==> src/rtl/inst_decode_stage_pkg.sv <==
// Shared constants for the instruction-decode stage: widths, MIPS opcodes/functs, ALU encodings.
package inst_decode_stage_pkg;

    localparam int unsigned DATA_W_DEF = 32;
    localparam int unsigned REG_AW_DEF = 5;

    // Primary opcodes (ir[31:26])
    localparam logic [5:0] OP_RTYPE = 6'h00;
    localparam logic [5:0] OP_J     = 6'h02;
    localparam logic [5:0] OP_BEQ   = 6'h04;
    localparam logic [5:0] OP_BNE   = 6'h05;
    localparam logic [5:0] OP_ADDI  = 6'h08;
    localparam logic [5:0] OP_SLTI  = 6'h0A;
    localparam logic [5:0] OP_ANDI  = 6'h0C;
    localparam logic [5:0] OP_ORI   = 6'h0D;
    localparam logic [5:0] OP_XORI  = 6'h0E;
    localparam logic [5:0] OP_LUI   = 6'h0F;
    localparam logic [5:0] OP_LW    = 6'h23;
    localparam logic [5:0] OP_SW    = 6'h2B;

    // R-type function codes (ir[5:0])
    localparam logic [5:0] FN_SLL = 6'h00;
    localparam logic [5:0] FN_SRL = 6'h02;
    localparam logic [5:0] FN_ADD = 6'h20;
    localparam logic [5:0] FN_SUB = 6'h22;
    localparam logic [5:0] FN_AND = 6'h24;
    localparam logic [5:0] FN_OR  = 6'h25;
    localparam logic [5:0] FN_XOR = 6'h26;
    localparam logic [5:0] FN_NOR = 6'h27;
    localparam logic [5:0] FN_SLT = 6'h2A;

    typedef enum logic [3:0] {
        ALU_ADD = 4'd0,
        ALU_SUB = 4'd1,
        ALU_AND = 4'd2,
        ALU_OR  = 4'd3,
        ALU_XOR = 4'd4,
        ALU_NOR = 4'd5,
        ALU_SLT = 4'd6,
        ALU_SLL = 4'd7,
        ALU_SRL = 4'd8,
        ALU_LUI = 4'd9
    } alu_op_e;

endpackage

==> src/rtl/inst_decode_stage_reg_file.sv <==
// 2^REG_AW x DATA_W register file: two async read ports, one sync write port, r0 hard zero, write bypass.
module reg_file_32x32
    import inst_decode_stage_pkg::*;
#(
    parameter int unsigned DATA_W = DATA_W_DEF,
    parameter int unsigned REG_AW = REG_AW_DEF
) (
    input  logic              clk,
    input  logic              reset,
    input  logic              we,
    input  logic [REG_AW-1:0] waddr,
    input  logic [DATA_W-1:0] wdata,
    input  logic [REG_AW-1:0] raddr_a,
    output logic [DATA_W-1:0] rdata_a,
    input  logic [REG_AW-1:0] raddr_b,
    output logic [DATA_W-1:0] rdata_b
);

    localparam int unsigned NUM_REGS = 1 << REG_AW;

    logic [DATA_W-1:0] regs_q [NUM_REGS];
    logic [DATA_W-1:0] regs_d [NUM_REGS];

    // Next-state: single write, r0 never written
    always_comb begin
        regs_d = regs_q;
        if (we && (waddr != '0)) begin
            regs_d[waddr] = wdata;
        end
    end

    // Array update; reset clears every register
    always_ff @(posedge clk) begin
        if (reset) begin
            regs_q <= '{default: '0};
        end else begin
            regs_q <= regs_d;
        end
    end

    // Read port A: r0 reads zero, same-cycle write forwarded
    always_comb begin
        rdata_a = regs_q[raddr_a];
        if (raddr_a == '0) begin
            rdata_a = '0;
        end else if (we && (waddr == raddr_a)) begin
            rdata_a = wdata;
        end
    end

    // Read port B: same behaviour as port A
    always_comb begin
        rdata_b = regs_q[raddr_b];
        if (raddr_b == '0) begin
            rdata_b = '0;
        end else if (we && (waddr == raddr_b)) begin
            rdata_b = wdata;
        end
    end

endmodule

==> src/rtl/inst_decode_stage.sv <==
// Instruction-decode stage: IF/ID register, MIPS field split, operand read and control decode.
module inst_decode_stage
    import inst_decode_stage_pkg::*;
#(
    parameter int unsigned DATA_W = DATA_W_DEF,
    parameter int unsigned REG_AW = REG_AW_DEF
) (
    input  logic              clk,
    input  logic              reset,
    input  logic [31:0]       Instruct_code,
    input  logic              instr_valid,
    input  logic              stall,
    input  logic              flush,
    input  logic              wb_en,
    input  logic [REG_AW-1:0] wb_addr,
    input  logic [DATA_W-1:0] wb_data,
    output logic              id_valid,
    output logic [DATA_W-1:0] rs_data,
    output logic [DATA_W-1:0] rt_data,
    output logic [DATA_W-1:0] imm_ext,
    output logic [4:0]        shamt,
    output logic [REG_AW-1:0] dest_addr,
    output logic [3:0]        alu_op,
    output logic              reg_write,
    output logic              mem_read,
    output logic              mem_write,
    output logic              branch_eq,
    output logic              branch_ne,
    output logic              jump,
    output logic              illegal
);

    logic [31:0] ir_q, ir_d;
    logic        v_q, v_d;

    logic [5:0]  opcode;
    logic [5:0]  funct;
    logic [4:0]  rs_f, rt_f, rd_f;
    logic [15:0] imm16;

    alu_op_e     alu_op_c;
    logic [REG_AW-1:0] dest_c;
    logic        reg_write_c, mem_read_c, mem_write_c;
    logic        branch_eq_c, branch_ne_c, jump_c, illegal_c;
    logic        ext_zero, ext_lui;

    // IF/ID next state: flush beats stall beats load
    always_comb begin
        ir_d = ir_q;
        v_d  = v_q;
        if (flush) begin
            v_d = 1'b0;
        end else if (!stall) begin
            ir_d = Instruct_code;
            v_d  = instr_valid;
        end
    end

    // IF/ID pipeline register
    always_ff @(posedge clk) begin
        if (reset) begin
            ir_q <= '0;
            v_q  <= 1'b0;
        end else begin
            ir_q <= ir_d;
            v_q  <= v_d;
        end
    end

    // Field split
    always_comb begin
        opcode = ir_q[31:26];
        rs_f   = ir_q[25:21];
        rt_f   = ir_q[20:16];
        rd_f   = ir_q[15:11];
        shamt  = ir_q[10:6];
        funct  = ir_q[5:0];
        imm16  = ir_q[15:0];
    end

    reg_file_32x32 #(
        .DATA_W (DATA_W),
        .REG_AW (REG_AW)
    ) u_reg_file (
        .clk     (clk),
        .reset   (reset),
        .we      (wb_en),
        .waddr   (wb_addr),
        .wdata   (wb_data),
        .raddr_a (REG_AW'(rs_f)),
        .rdata_a (rs_data),
        .raddr_b (REG_AW'(rt_f)),
        .rdata_b (rt_data)
    );

    // Control decode; flags gated by the valid bit
    always_comb begin
        alu_op_c    = ALU_ADD;
        dest_c      = '0;
        reg_write_c = 1'b0;
        mem_read_c  = 1'b0;
        mem_write_c = 1'b0;
        branch_eq_c = 1'b0;
        branch_ne_c = 1'b0;
        jump_c      = 1'b0;
        illegal_c   = 1'b0;
        ext_zero    = 1'b0;
        ext_lui     = 1'b0;

        unique case (opcode)
            OP_RTYPE: begin
                reg_write_c = 1'b1;
                dest_c      = REG_AW'(rd_f);
                case (funct)
                    FN_ADD:  alu_op_c = ALU_ADD;
                    FN_SUB:  alu_op_c = ALU_SUB;
                    FN_AND:  alu_op_c = ALU_AND;
                    FN_OR:   alu_op_c = ALU_OR;
                    FN_XOR:  alu_op_c = ALU_XOR;
                    FN_NOR:  alu_op_c = ALU_NOR;
                    FN_SLT:  alu_op_c = ALU_SLT;
                    FN_SLL:  alu_op_c = ALU_SLL;
                    FN_SRL:  alu_op_c = ALU_SRL;
                    default: begin
                        illegal_c   = 1'b1;
                        reg_write_c = 1'b0;
                        dest_c      = '0;
                    end
                endcase
            end
            OP_ADDI: begin
                alu_op_c = ALU_ADD; reg_write_c = 1'b1; dest_c = REG_AW'(rt_f);
            end
            OP_SLTI: begin
                alu_op_c = ALU_SLT; reg_write_c = 1'b1; dest_c = REG_AW'(rt_f);
            end
            OP_ANDI: begin
                alu_op_c = ALU_AND; reg_write_c = 1'b1; dest_c = REG_AW'(rt_f); ext_zero = 1'b1;
            end
            OP_ORI: begin
                alu_op_c = ALU_OR; reg_write_c = 1'b1; dest_c = REG_AW'(rt_f); ext_zero = 1'b1;
            end
            OP_XORI: begin
                alu_op_c = ALU_XOR; reg_write_c = 1'b1; dest_c = REG_AW'(rt_f); ext_zero = 1'b1;
            end
            OP_LUI: begin
                alu_op_c = ALU_LUI; reg_write_c = 1'b1; dest_c = REG_AW'(rt_f); ext_lui = 1'b1;
            end
            OP_LW: begin
                alu_op_c = ALU_ADD; mem_read_c = 1'b1; reg_write_c = 1'b1; dest_c = REG_AW'(rt_f);
            end
            OP_SW: begin
                alu_op_c = ALU_ADD; mem_write_c = 1'b1;
            end
            OP_BEQ: begin
                alu_op_c = ALU_SUB; branch_eq_c = 1'b1;
            end
            OP_BNE: begin
                alu_op_c = ALU_SUB; branch_ne_c = 1'b1;
            end
            OP_J: begin
                jump_c = 1'b1;
            end
            default: begin
                illegal_c = 1'b1;
            end
        endcase

        if (!v_q) begin
            reg_write_c = 1'b0;
            mem_read_c  = 1'b0;
            mem_write_c = 1'b0;
            branch_eq_c = 1'b0;
            branch_ne_c = 1'b0;
            jump_c      = 1'b0;
            illegal_c   = 1'b0;
        end
    end

    // Immediate extension: lui shifts up, logical ops zero-extend, rest sign-extend
    always_comb begin
        if (ext_lui) begin
            imm_ext = DATA_W'({imm16, 16'h0000});
        end else if (ext_zero) begin
            imm_ext = {{(DATA_W-16){1'b0}}, imm16};
        end else begin
            imm_ext = {{(DATA_W-16){imm16[15]}}, imm16};
        end
    end

    // Output drive
    always_comb begin
        id_valid  = v_q;
        dest_addr = dest_c;
        alu_op    = alu_op_c;
        reg_write = reg_write_c;
        mem_read  = mem_read_c;
        mem_write = mem_write_c;
        branch_eq = branch_eq_c;
        branch_ne = branch_ne_c;
        jump      = jump_c;
        illegal   = illegal_c;
    end

endmodule

==> config.mk <==
export PLATFORM = sky130hd
export DESIGN_NAME = inst_decode_stage
export DESIGN_NICKNAME = d
export VERILOG_FILES = /design/src/rtl/inst_decode_stage_pkg.sv /design/src/rtl/inst_decode_stage_reg_file.sv /design/src/rtl/inst_decode_stage.sv
export SDC_FILE = /design/constraint.sdc
export NUM_CORES = 2
export LEC_CHECK = 0
export BUFFER_PORTS_ARGS = -buffer_cell sky130_fd_sc_hd__buf_2
export CORE_MARGIN = 3
export CORE_UTILIZATION = 28
export CTS_BUF_LIST = sky130_fd_sc_hd__clkbuf_8 sky130_fd_sc_hd__clkbuf_16
export CTS_CLUSTER_SIZE = 10
export DETAILED_ROUTE_END_ITERATION = 10
export PLACE_DENSITY = 0.49
export SKIP_LAST_GASP = 1
export SLEW_MARGIN = 25
export SYNTH_ARGS = -nofsm -noshare
export SYNTH_HDL_FRONTEND = slang
export SYNTH_SLANG_ARGS = --single-unit
==> constraint.sdc <==
create_clock -name clk -period 2.05 [get_ports clk]
set_input_delay 0.205 -clock clk [delete_from_list [all_inputs] [get_ports clk]]
set_output_delay 0.205 -clock clk [all_outputs]
set_load 0.005 [all_outputs]
# Word level (Yosys, flattened, before mapping)
# Index checks and enable logic that the tools add are counted.
[op_classes]
n_addsub = 0
multipliers = 0
div = 0
order_cmp = 4
eq_ne = 21
shift = 0
mux = 37
bitwise_logic = 5
reduce_logical = 16
[op_table]
columns = ["cell", "n"]
rows = [
  ["1024-bit bitwise mux", 1],
  ["32-bit two-way mux", 11],
  ["32-bit binary-select mux with 5-bit select", 2],
  ["32-bit demux with 5-bit select", 1],
  ["6-bit == test, second input constant", 9],
  ["6-bit by 4-bit == test with 1-bit output, second input constant", 6],
  ["4-bit one-hot mux with 8 select lines", 1],
  ["4-bit one-hot mux with 7 select lines", 1],
  ["6-bit greater-or-equal comparator, second input constant", 3],
  ["5-bit inverter with 6-bit output", 3],
  ["1-bit two-way mux", 16],
  ["6-bit by 2-bit == test with 1-bit output, second input constant", 2],
  ["6-bit by 3-bit == test with 1-bit output, second input constant", 2],
  ["6-bit zero test", 2],
  ["11-bit OR reduction", 1],
  ["5-bit == test", 2],
  ["5-bit zero test", 2],
  ["5-bit one-hot mux with 2 select lines", 1],
  ["9-bit OR reduction", 1],
  ["7-bit OR reduction", 1],
  ["6-bit by 1-bit < comparator with 1-bit output, second input constant", 1],
  ["5-bit two-way mux", 1],
  ["5-bit nonzero test", 1],
  ["1-bit logical AND", 4],
  ["other kinds (5)", 8],
]
[totals]
register_bits = 1057
latch_bits = 0
mem_bits_rw = 0
romBits = 0
input_bits = 75
out_inout_bits = 118
wordCells = 117
mem_count = 0

# Logic depth before layout (Yosys ltp)
[depth]
ltp_word = 6
ltp_mapped = 9
depth_no_buf = 5

# By module
# From an unflattened synthesis, not the netlist that was laid out.
[unflattened]
cells_unflattened = 6306
hier_area_um2 = 54208.2
[by_module_without_submodules]
columns = ["module", "instances", "cells_each", "area_per_inst_um2", "seq_area_each_um2"]
rows = [
  ["reg_file_32x32", 1, 6052, 52344.0, 20499.7],
  ["inst_decode_stage", 1, 254, 1864.3, 660.6],
]

# Worst setup path after synthesis
# Ideal clock, no wire load.
[synth_path]
path_kind = "register -> output"
start = "reg ir_q[16]"
end = "out rt_data[16]"
arrival_time_ps = 1793
required_ps = 1845
setup_slack_ps = 52
stages_incl_launch_ff = 8
n_path_buf = 2
path_cell_list = "dfxtp_1 > buf_2 > buf_2 > mux4_2 > mux2_2 > nand2_1 > o211ai_1 > o2111a_1"
[synth_via]
elab_chain_len = 6
elab_cells_between_ends = 9
classes_between = "1 x eq/ne; 5 x mux; 1 x bitwise; 2 x reduce/logical"
[synth_rtl]
columns = ["element", "line", "rtl"]
rows = [
  ["start: declaration", "inst_decode_stage.sv:33", "logic [31:0] ir_q, ir_d;"],
  ["start signal: assignment", "inst_decode_stage.sv:65", "ir_q <= ir_d;"],
  ["5-bit inverter with 6-bit output (not written as such)", "inst_decode_stage_reg_file.sv:53", "rdata_b = regs_q[raddr_b];"],
  ["32-bit binary-select mux with 5-bit select", "inst_decode_stage_reg_file.sv:53", ""],
  ["32-bit two-way mux (not written as such) (2 in series)", "inst_decode_stage_reg_file.sv:53", ""],
  ["32-bit two-way mux", "inst_decode_stage_reg_file.sv:56", "end else if (we && (waddr == raddr_b)) begin"],
  ["32-bit two-way mux (*)", "inst_decode_stage_reg_file.sv:54", "if (raddr_b == '0) begin"],
  ["end: declaration", "inst_decode_stage.sv:19", "output logic [DATA_W-1:0] rt_data,"],
]
# Every way passes the cells marked *; elsewhere a longest branch is shown, timed or not. The select of a mux whose other input is x is not followed.

# Worst setup path after layout
[layout_path]
start = "reg ir_q[21]"
end = "out rs_data[4]"
[layout_via]
elab_chain_len = 6
elab_cells_between_ends = 9
classes_between = "1 x eq/ne; 5 x mux; 1 x bitwise; 2 x reduce/logical"
[layout_rtl]
columns = ["element", "line", "rtl"]
rows = [
  ["5-bit inverter with 6-bit output (not written as such)", "inst_decode_stage_reg_file.sv:43", "rdata_a = regs_q[raddr_a];"],
  ["32-bit binary-select mux with 5-bit select", "inst_decode_stage_reg_file.sv:43", ""],
  ["32-bit two-way mux (not written as such) (2 in series)", "inst_decode_stage_reg_file.sv:43", ""],
  ["32-bit two-way mux", "inst_decode_stage_reg_file.sv:46", "end else if (we && (waddr == raddr_a)) begin"],
  ["32-bit two-way mux (*)", "inst_decode_stage_reg_file.sv:44", "if (raddr_a == '0) begin"],
  ["end: declaration", "inst_decode_stage.sv:18", "output logic [DATA_W-1:0] rs_data,"],
]
# Marks and branches as above.

==> results.sh <==
export IMPL_synthCells=6077
export IMPL_clock_latency_ns=0.77
export IMPL_io_pins=193
export IMPL_grt_pass1_wl_mm=352
export IMPL_min_to="ir_q[25]"
export IMPL_nFillCells=19000
export IMPL_cts_root_buffer="clkbuf_16"
export IMPL_core_area_sq_um=191000
export IMPL_worst_setup_path_end_kind="output port"
export IMPL_die_h_microns=444
export IMPL_clock_skew_ns=0
export IMPL_worstReg2RegEnd="ir_q[16]"
export IMPL_timing_setup_tns_ns=-89.94
export IMPL_ir_drop_uv=498
export IMPL_grt_pass1_vias=48500
export IMPL_ys_seq_area_frac=0.393
export IMPL_yosysMostFrequentCell="nand2_1"
export IMPL_rsz0062_at_grt="true"
export IMPL_io_buffers=192
export IMPL_vias_per_cell=5.62
export IMPL_cp_required_ns=1.85
export IMPL_htree_levels=4
export IMPL_grt_max_degree=104
export IMPL_synth_area_leader_cell="dfxtp_1"
export IMPL_fmax_mhz=298
export IMPL_worstMarginPinSlew_ns=1.02
export IMPL_failed_checks="negative setup slack"
export IMPL_r2r_start="ir_q[16]"
export IMPL_hold_depth=4
export IMPL_yosys_top_cells_count="nand2_1, dfxtp_1, a21oi_1"
export IMPL_fin_ws_ns=-1.31
export IMPL_totalWireLength_mm=251
export IMPL_path_max_fanout=8
export IMPL_worstHoldPathType="in2reg"
export IMPL_synth_seq_cells=1057
export IMPL_drive_gt1_frac=0.285
export IMPL_arrival_ns=3.15
export IMPL_netlist_area_sq_um=53800
export IMPL_final_nets=6568
export IMPL_async_flop_share=0
export IMPL_clk_pin_slew_ns=0.06
export IMPL_rrSetupSlack_ns=0.14
export IMPL_cts_sinks=1057
export IMPL_dr_pass1_iters=6
export IMPL_cp_slowest_cell="dfxtp_4"
export IMPL_gp_congestion=0.888
export IMPL_drtIter0Drc=6145
export IMPL_clockBufferDepth=3
export IMPL_synth_area_top_cells="dfxtp_1, mux4_2, nand2_1"
export IMPL_yosysUniqueCellTypes=51
export IMPL_crit_type="reg2out"
export IMPL_syn2layout_area_growth_pct=29.6
export IMPL_synth_nets=6152
export IMPL_whs_ns=0.101
export IMPL_hold_violations=0
export IMPL_start_util=0.282
export IMPL_cts_tree="built"
export IMPL_synthFlopType="dfxtp_1"
export IMPL_track_usage=0.244
export IMPL_drtAntennaViolNets=0
export IMPL_rows=160
export IMPL_post_route_period_util=1.64
export IMPL_cts_made_buffers=131
export IMPL_drv_slew=0
export IMPL_drc_errors=0
export IMPL_synth_edf_count=0
export IMPL_antenna_found_initial=9
export IMPL_layout_min_cycle_time_ns=3.36
export IMPL_max_cap_viol_count=0
export IMPL_p_leak_nw=23.2
export IMPL_status="finished with violations"
export IMPL_die_w_microns=444
export IMPL_dp_hpwl_mm=161
export IMPL_powerDensity_nw_per_um2=692
export IMPL_die_area_sq_um=198000
export IMPL_max_stage_delay_ns=0.40
export IMPL_path_common_cell="buf_12"
export IMPL_min_from="stall"
export IMPL_ys_warnings_count=0
export IMPL_grt_ovfl_total=0
export IMPL_crit_chain="buf_12 > xor2_2 > nor4_2 > buf_4 > buf_6 > a21boi_4 > buf_12 > buf_12 > o211ai_1 > o2111a_1 > buf_2"
export IMPL_setup_viol=110
export IMPL_vias=50900
export IMPL_start_kind="flip-flop"
export IMPL_worst_r2r_path_depth=7
export IMPL_wl_per_cell_microns=27.6
export IMPL_netlist_area_leader_share=0.393
export IMPL_slew_headroom=0.319
export IMPL_syn_area_per_cell_sq_um=8.86
## layer usage
metal / vias to the layer above / GRT usage / wire length, microns
met5: - / 0 / 169
met4: 8 / 0.103 / 11200
met1: 25500 / 0.326 / 102000
met3: 521 / 0.0489 / 24000
li1: 22100 / - / -
met2: 2747 / 0.382 / 113000
## critical path: cells and delay by family, from the launching register on
family / cells / cell delay (ns)
buffers and inverters: 6 / 0.86
xor gates and xnor gates: 1 / 0.17
DFF: 1 / 0.40
and+or+nand+nor: 1 / 0.27
AOI/OAI and AO/OA: 3 / 0.66
## state kept, by name, summed over array words and instances (netlist names)
signal             flops
u_reg_file.regs_q   1024
id_valid               1
ir_q                  32
## per-stage QoR
step                area [sq um]  std cells  setup WS (ns)   util  total power [mW]
CTS                        68800       9029          -1.28  0.361              48.3
global route               69800       9065          -1.33  0.366              49.6
global placement           62000       8670         -0.688  0.325              26.0
floorplan                  53800       6077         0.0516      -              23.6
detailed placement         62000       8670         -0.698  0.325              26.0
finish                     69800       9065          -1.31  0.366              48.3
## report_power, final
group	switching (mW)	total, mW	internal (mW)	leakage [nW]
sequential	0.157	20.9	20.7	8.53
clock	9.47	21.8	12.4	1.99
combinational	3.33	5.60	2.27	12.7
## worst max path at each step
stage                  start           to  slack, ns
finish              ir_q[21]   rs_data[4]      -1.31
global route        ir_q[21]   rs_data[7]      -1.33
CTS                 ir_q[16]  rt_data[28]      -1.28
detailed placement  ir_q[21]   rs_data[4]      -0.70
global placement    ir_q[21]   rs_data[4]      -0.69
floorplan           ir_q[16]  rt_data[16]       0.05
## cells in the final DEF, fill, tap and decap left out, types with 9 or more instances in the layout
master and instances:
o2111a_1 42, mux2_4 21, nor2b_1 48, nand2_1 2100
o21ai_4 9, dfxtp_1 1043, nor2_1 13, mux4_2 511
mux2_2 42, o211ai_1 64, dlygate4sd3_1 73, buf_4 377
clkbuf_8 14, o21ai_2 21, o22ai_2 28, buf_16 23
clkbuf_16 142, buf_8 16, buf_12 214, mux2i_1 60
o21ai_1 10, nand2_2 56, o22ai_1 90, a21oi_1 1029
buf_2 179, nor2_4 17, dfxtp_4 9, o2111a_2 21
a21o_1 15, inv_1 27, o21ai_0 26, buf_6 59
## cell type report
type / count / area, sq um / area share
Antenna cell: 4 / 10.0 / 0.000143
Clock buffer: 148 / 3550 / 0.0508
Clock inverter: 42 / 309 / 0.00443
Inverter: 2 / 7.51 / 0.000108
Multi-Input combinational cell: 4351 / 31000 / 0.445
Sequential cell: 1057 / 21200 / 0.304
Tap cell: 2511 / 3140 / 0.0450
Timing Repair Buffer: 950 / 10500 / 0.151
## timing repair
item / CTS / global route
pin swaps: 83 / 86
gates resized for setup: 250 / 148
hold endpoints to repair: 553 / 0
setup buffers: 81 / 34
gates cloned: 17 / 9
hold buffers: 73 / 0
endpoints found under the setup margin: 111 / 112
## kinds of logic (layout without fill, tap and decap cells)
kind of cell	count (synthesis)	after routing	synth area share
XOR/XNOR	11	11	0.00179
other	0	4	0
AND/OR/NAND/NOR	2312	2312	0.168
flip-flops	1057	1057	0.393
AO/OA/AOI/OAI	1386	1386	0.144
buffers and inverters	669	1142	0.0538
multiplexers	642	642	0.240
(Power assumes the default switching activity.)
